===== src/rtl/game_frame_tx.sv =====
// UART frame transmitter for the board-to-board game link: snapshots N_FIELDS words on start
// and sends SYNC, the little-endian payload bytes and an XOR checksum as 8N1, LSB first.
module game_frame_tx #(
  parameter int         N_FIELDS  = 4,
  parameter int         FIELD_W   = 11,
  parameter int         CLK_HZ    = 65_000_000,
  parameter int         BAUD      = 115_200,
  parameter logic [7:0] SYNC_BYTE = 8'hA5
) (
  input  logic                         clk,
  input  logic                         rst_n,
  input  logic                         start,
  input  logic [N_FIELDS*FIELD_W-1:0]  fields,
  output logic                         tx,
  output logic                         busy,
  output logic                         frame_done,
  output logic                         dropped
);

  localparam int DIV   = (CLK_HZ + BAUD / 2) / BAUD;
  localparam int BPF   = (FIELD_W + 7) / 8;
  localparam int PAY_W = N_FIELDS * BPF * 8;
  localparam int LEN   = 2 + N_FIELDS * BPF;
  localparam int CW    = (DIV > 1) ? $clog2(DIV) : 1;
  localparam int IW    = $clog2(LEN);

  localparam logic [CW-1:0] BAUD_LAST = CW'(DIV - 1);
  localparam logic [IW-1:0] IDX_LAST  = IW'(LEN - 1);

  typedef enum logic [2:0] {
    S_IDLE,
    S_START,
    S_DATA,
    S_STOP,
    S_DONE
  } state_t;

  state_t           state_q, state_d;
  logic [CW-1:0]    baud_q, baud_d;
  logic [2:0]       bit_q, bit_d;
  logic [IW-1:0]    idx_q, idx_d;
  logic [7:0]       byte_q, byte_d;
  logic [PAY_W-1:0] pay_q, pay_d;
  logic [7:0]       chk_q, chk_d;
  logic             tx_q, tx_d;
  logic             busy_q, busy_d;
  logic             done_q, done_d;
  logic             drop_q, drop_d;

  logic [PAY_W-1:0] pad_vec;
  logic [IW-1:0]    idx_nxt;
  logic             baud_end;

  // Each field is zero-extended to a whole number of bytes, field 0 in the low bytes.
  always_comb begin
    pad_vec = '0;
    for (int k = 0; k < N_FIELDS; k++) begin
      pad_vec[k*BPF*8 +: FIELD_W] = fields[k*FIELD_W +: FIELD_W];
    end
  end

  assign baud_end = (baud_q == BAUD_LAST);
  assign idx_nxt  = idx_q + IW'(1);

  always_comb begin
    state_d = state_q;
    baud_d  = baud_q;
    bit_d   = bit_q;
    idx_d   = idx_q;
    byte_d  = byte_q;
    pay_d   = pay_q;
    chk_d   = chk_q;
    tx_d    = tx_q;

    case (state_q)
      S_IDLE, S_DONE: begin
        tx_d    = 1'b1;
        state_d = S_IDLE;
        if (start) begin
          state_d = S_START;
          baud_d  = '0;
          bit_d   = '0;
          idx_d   = '0;
          byte_d  = SYNC_BYTE;
          pay_d   = pad_vec;
          chk_d   = '0;
          tx_d    = 1'b0;
        end
      end
      S_START: begin
        if (baud_end) begin
          baud_d  = '0;
          bit_d   = '0;
          state_d = S_DATA;
          tx_d    = byte_q[0];
          byte_d  = byte_q >> 1;
        end else begin
          baud_d = baud_q + CW'(1);
        end
      end
      S_DATA: begin
        if (baud_end) begin
          baud_d = '0;
          if (bit_q == 3'd7) begin
            state_d = S_STOP;
            tx_d    = 1'b1;
          end else begin
            bit_d  = bit_q + 3'd1;
            tx_d   = byte_q[0];
            byte_d = byte_q >> 1;
          end
        end else begin
          baud_d = baud_q + CW'(1);
        end
      end
      S_STOP: begin
        if (baud_end) begin
          baud_d = '0;
          if (idx_q == IDX_LAST) begin
            state_d = S_DONE;
            tx_d    = 1'b1;
          end else begin
            // Next start bit follows the stop bit directly; the checksum goes out last.
            state_d = S_START;
            idx_d   = idx_nxt;
            tx_d    = 1'b0;
            if (idx_nxt == IDX_LAST) begin
              byte_d = chk_q;
            end else begin
              byte_d = pay_q[7:0];
              pay_d  = pay_q >> 8;
              chk_d  = chk_q ^ pay_q[7:0];
            end
          end
        end else begin
          baud_d = baud_q + CW'(1);
        end
      end
      default: begin
        state_d = S_IDLE;
        tx_d    = 1'b1;
      end
    endcase

    busy_d = (state_d == S_START) || (state_d == S_DATA) || (state_d == S_STOP);
    done_d = (state_d == S_DONE);
    drop_d = start && busy_q;
  end

  always_ff @(posedge clk or negedge rst_n) begin
    if (!rst_n) begin
      state_q <= S_IDLE;
      baud_q  <= '0;
      bit_q   <= '0;
      idx_q   <= '0;
      byte_q  <= '0;
      pay_q   <= '0;
      chk_q   <= '0;
      tx_q    <= 1'b1;
      busy_q  <= 1'b0;
      done_q  <= 1'b0;
      drop_q  <= 1'b0;
    end else begin
      state_q <= state_d;
      baud_q  <= baud_d;
      bit_q   <= bit_d;
      idx_q   <= idx_d;
      byte_q  <= byte_d;
      pay_q   <= pay_d;
      chk_q   <= chk_d;
      tx_q    <= tx_d;
      busy_q  <= busy_d;
      done_q  <= done_d;
      drop_q  <= drop_d;
    end
  end

  assign tx         = tx_q;
  assign busy       = busy_q;
  assign frame_done = done_q;
  assign dropped    = drop_q;

endmodule


===== config.mk =====
export PLATFORM = sky130hd
export DESIGN_NAME = game_frame_tx
export DESIGN_NICKNAME = d
export VERILOG_FILES = /design/src/rtl/game_frame_tx.sv
export SDC_FILE = /design/constraint.sdc
export NUM_CORES = 1
export LEC_CHECK = 0
export ABC_AREA = 1
export BUFFER_PORTS_ARGS = -buffer_cell sky130_fd_sc_hd__clkbuf_2
export CORE_MARGIN = 5
export CORE_UTILIZATION = 54
export CTS_CLUSTER_SIZE = 12
export DETAILED_ROUTE_END_ITERATION = 10
export GPL_TIMING_DRIVEN = 0
export PLACE_DENSITY = 0.77
export SYNTH_ARGS = -nofsm -noshare
export SYNTH_HDL_FRONTEND = slang
export SYNTH_SLANG_ARGS = --single-unit

===== constraint.sdc =====
create_clock -name clk -period 2.09 [get_ports clk]
set_clock_uncertainty 0.2 [all_clocks]
set_input_delay 0.418 -clock clk [delete_from_list [all_inputs] [get_ports clk]]
set_output_delay 0.418 -clock clk [all_outputs]
set_load 0.01 [all_outputs]

==> run_results.csv <==
group,metric,value,unit
placement,io_buffers,50,
layout,multi_input_area,2540,µm²
cts,cts_root_buf,"clkbuf_8",
pwr,total_leakage_power,3.54,nW
layout,antennaDiodeCount,0,
critical_path,end_kind,"flip-flop",
timing,fin_crit,2120,ps
floorplanning,core,9330,µm²
detailed_routing,viasPerCell,5.20,
cts,cts_tree,"yes",
timing,fin_tns_setup,-228,ps
global_routing,grt-ovfl-total,0,
detailed_routing,first_pass_iters,5,
synthesis,ys_seq_area_share,47.6,%
critical_path,cp_max_fo,8,
critical_path,cp.required,2150,ps
cts,htreeDepth,3,
run_status,failed_checks,"negative setup slack",
layout,post_route_cells_drive_above_1_share,23.7,%
timing,hold_violations,0,
layout,fin_nets,847,
layout,area_growth_syn_to_layout,22.0,%
cts,cts_buffers,9,
global_routing,grt_usage,22.4,%
timing,max_freq,0.473,GHz
synthesis,netlist_area,5200,µm²
cts,path_clk_slew,100,ps
cts,clock_sinks,99,
floorplanning,initial_utilization,55.8,%
layout,fillers,786,
critical_path,crit_arrival,2170,ps
placement,dp_hpwl,8.65,mm
pwr,p_per_area,528,nW/µm²
timing,worst_slack,-26.1,ps
placement,gp_congestion,0.812,
critical_path,startpoint_type,"flip-flop",
layout,postLayoutCellArea,6350,µm²
detailed_routing,wl,13.0,mm
placement,placed_area,5640,µm²
synthesis,synthCells,703,
synthesis,synth_nets,756,
timing,worst_slew_pin_slew,909,ps
timing,relSlewSlack,39.4,%
detailed_routing,wl_per_cell,14.0,µm
timing,slew_violations,0,
layout,register_area,2480,µm²
detailed_routing,ant_nets,0,
pwr,vdd_ir_drop_max,0.000378,V
timing,period_share,101,%
global_routing,grt_max_degree,66,
critical_path,crit_type,"reg -> reg",
floorplanning,rows,35,
run_status,status,"complete, but fails checks",
synthesis,yosysUniqueCellTypes,33,
floorplanning,dieWidth,108,µm
synthesis,yosys_warnings,0,
detailed_routing,drtIter0Drc,292,
cts,worstSkewPairLatency,360,ps
flow_run,max-cap-violations,0,
global_routing,antenna_found_initial,0,
global_routing,grt_pass1_vias,4691,
cts,cts_max_path_buffers,2,
global_routing,grt_pass1_wl,21.1,mm
detailed_routing,drc_errors,0,
min_path,hp-class,"in -> async",
detailed_routing,num_vias,4821,
synthesis,syn_avg_cell_area,7.40,µm²
timing,final-setup-viol-count,17,
floorplanning,pin_count,51,
pwr,p_total,3.35,mW
placement,dp_slack,-303,ps
floorplanning,die_height,108,µm
timing,rsz0062_at_grt,"true",
cts,cts_hold_buf,0,
floorplanning,die_area,11700,µm²
synthesis,ys_seq_elements,99,
-- Yosys cell counts --
library cell / number / share of area, %
a21oi_1: 8 / 0.77
a21oi_4: 1 / 0.31
a32o_1: 1 / 0.19
a41oi_1: 1 / 0.17
and3_1: 1 / 0.12
buf_1: 2 / 0.14
buf_2: 8 / 0.77
buf_4: 2 / 0.29
buf_6: 5 / 1.1
clkbuf_1: 16 / 1.2
dfrtp_1: 98 / 47
dfstp_2: 1 / 0.50
ha_1: 6 / 1.4
inv_1: 48 / 3.5
inv_2: 4 / 0.29
nand2_1: 309 / 22
nand2_2: 3 / 0.36
nand2_4: 1 / 0.22
nand3_1: 20 / 1.9
nand3_4: 1 / 0.34
nand3b_1: 2 / 0.29
nand4_1: 6 / 0.72
nand4_4: 2 / 0.82
nor2_1: 47 / 3.4
nor2_2: 3 / 0.36
nor2_4: 3 / 0.65
nor3_1: 5 / 0.48
o211a_1: 1 / 0.19
o21a_1: 1 / 0.14
o21ai_0: 87 / 8.4
o21bai_1: 1 / 0.14
xnor2_1: 8 / 1.3
xor2_1: 1 / 0.17
-- cells in the final DEF, fill, tap and decap left out, types with 3 or more instances in the layout --
| master | instances |
|---|---|
| inv_2 | 5 |
| nand2_4 | 11 |
| buf_8 | 4 |
| nand2_2 | 34 |
| nor2_1 | 44 |
| dfrtp_1 | 97 |
| xnor2_1 | 8 |
| clkbuf_8 | 12 |
| nor2_4 | 5 |
| buf_4 | 27 |
| clkbuf_1 | 9 |
| nand2_1 | 268 |
| clkbuf_2 | 56 |
| clkbuf_16 | 3 |
| nand3_1 | 19 |
| nor2_2 | 4 |
| a21oi_1 | 8 |
| inv_1 | 47 |
| o21ai_0 | 84 |
| ha_1 | 4 |
| nor3_1 | 5 |
| buf_2 | 8 |
| nand4_1 | 6 |
-- sequential cells by signal (all words and copies together) (netlist names) --
| register | cells |
|---|---|
| byte_q | 8 |
| frame_done | 1 |
| dropped | 1 |
| chk_q | 8 |
| baud_q | 10 |
| state_q | 3 |
| busy | 1 |
| tx | 1 |
| pay_q | 59 |
| bit_q | 3 |
| idx_q | 4 |
-- stage by stage --
step	hold slack, ps	util (%)	cells
final	12.4	68.1	928
after detailed placement	256	60.5	883
after floorplan	-77.6	-	703
after global routing	86.3	68.1	928
after global placement	248	60.2	882
after CTS	29.6	64.6	918
-- cell families (layout without fill, tap and decap cells) --
group,count (synthesis),after routing,synth area share [%]
xor gates and xnor gates,9,9,1.51
and+or+nand+nor,403,403,31.9
adders and majority gates,6,6,1.44
DFF,99,99,47.6
buffers and inverters,85,181,7.19
AOI/OAI and AO/OA,101,101,10.3
-- critical path, stage by stage, from the launching register on --
cell and delay, ps:
dfrtp_1 420, ha_2 230, inv_2 40, nand2_2 70, nand2_4 60, nor2_4 120, nand2_4 80, a21oi_4 270
nor2_4 100, buf_12 160, clkbuf_16 160, nand2_1 60, nand2_1 50
-- power by group --
group          leakage [nW]  total [mW]  switching [mW]  internal [mW]
clock network         0.108        1.31           0.661          0.648
logic                  2.14       0.129          0.0792         0.0494
registers              1.29        1.91        0.000190           1.91
total                  3.54        3.35           0.741           2.61
-- final timing paths --
path	startpoint	end	slack [ps]	cells after the start
worst min register to register	busy	dropped	270	2
max in group asynchronous	rst_n	pay_q[29]	980	2
worst max register to register	idx_q[0]	pay_q[24]	-30	12
worst max-delay path	idx_q[0]	pay_q[24]	-30	12
min in group clk	fields[39]	pay_q[54]	90	3
worst min-delay path	rst_n	bit_q[2]	10	1
-- timing repair --
item	CTS	global route
pin swaps	9	13
setup buffers	19	8
gates cloned	1	3
resized for setup	14	74
endpoints found under the setup margin	79	77
-- routing by layer --
metal / up-vias / GRT usage [%] / share of wire (%)
li1: 2383 / - / -
met1: 2308 / 28.5 / 42
met2: 109 / 38.6 / 52
met3: 21 / 2.81 / 3.6
met4: 0 / 9.65 / 2.4
met5: - / 0 / 0
-- area by class of cell --
| cell class | count | area share, % |
|---|---|---|
| plain buffers | 31 | 3.13 |
| clock inverters | 4 | 0.749 |
| flip-flops and latches | 99 | 39.0 |
| well taps | 129 | 2.54 |
| inverters | 52 | 3.07 |
| repair buffers | 82 | 8.87 |
| multi-input cells | 519 | 40.0 |
| clock buffers | 12 | 2.60 |
No activity file was read; power rests on OpenSTA's default activity.
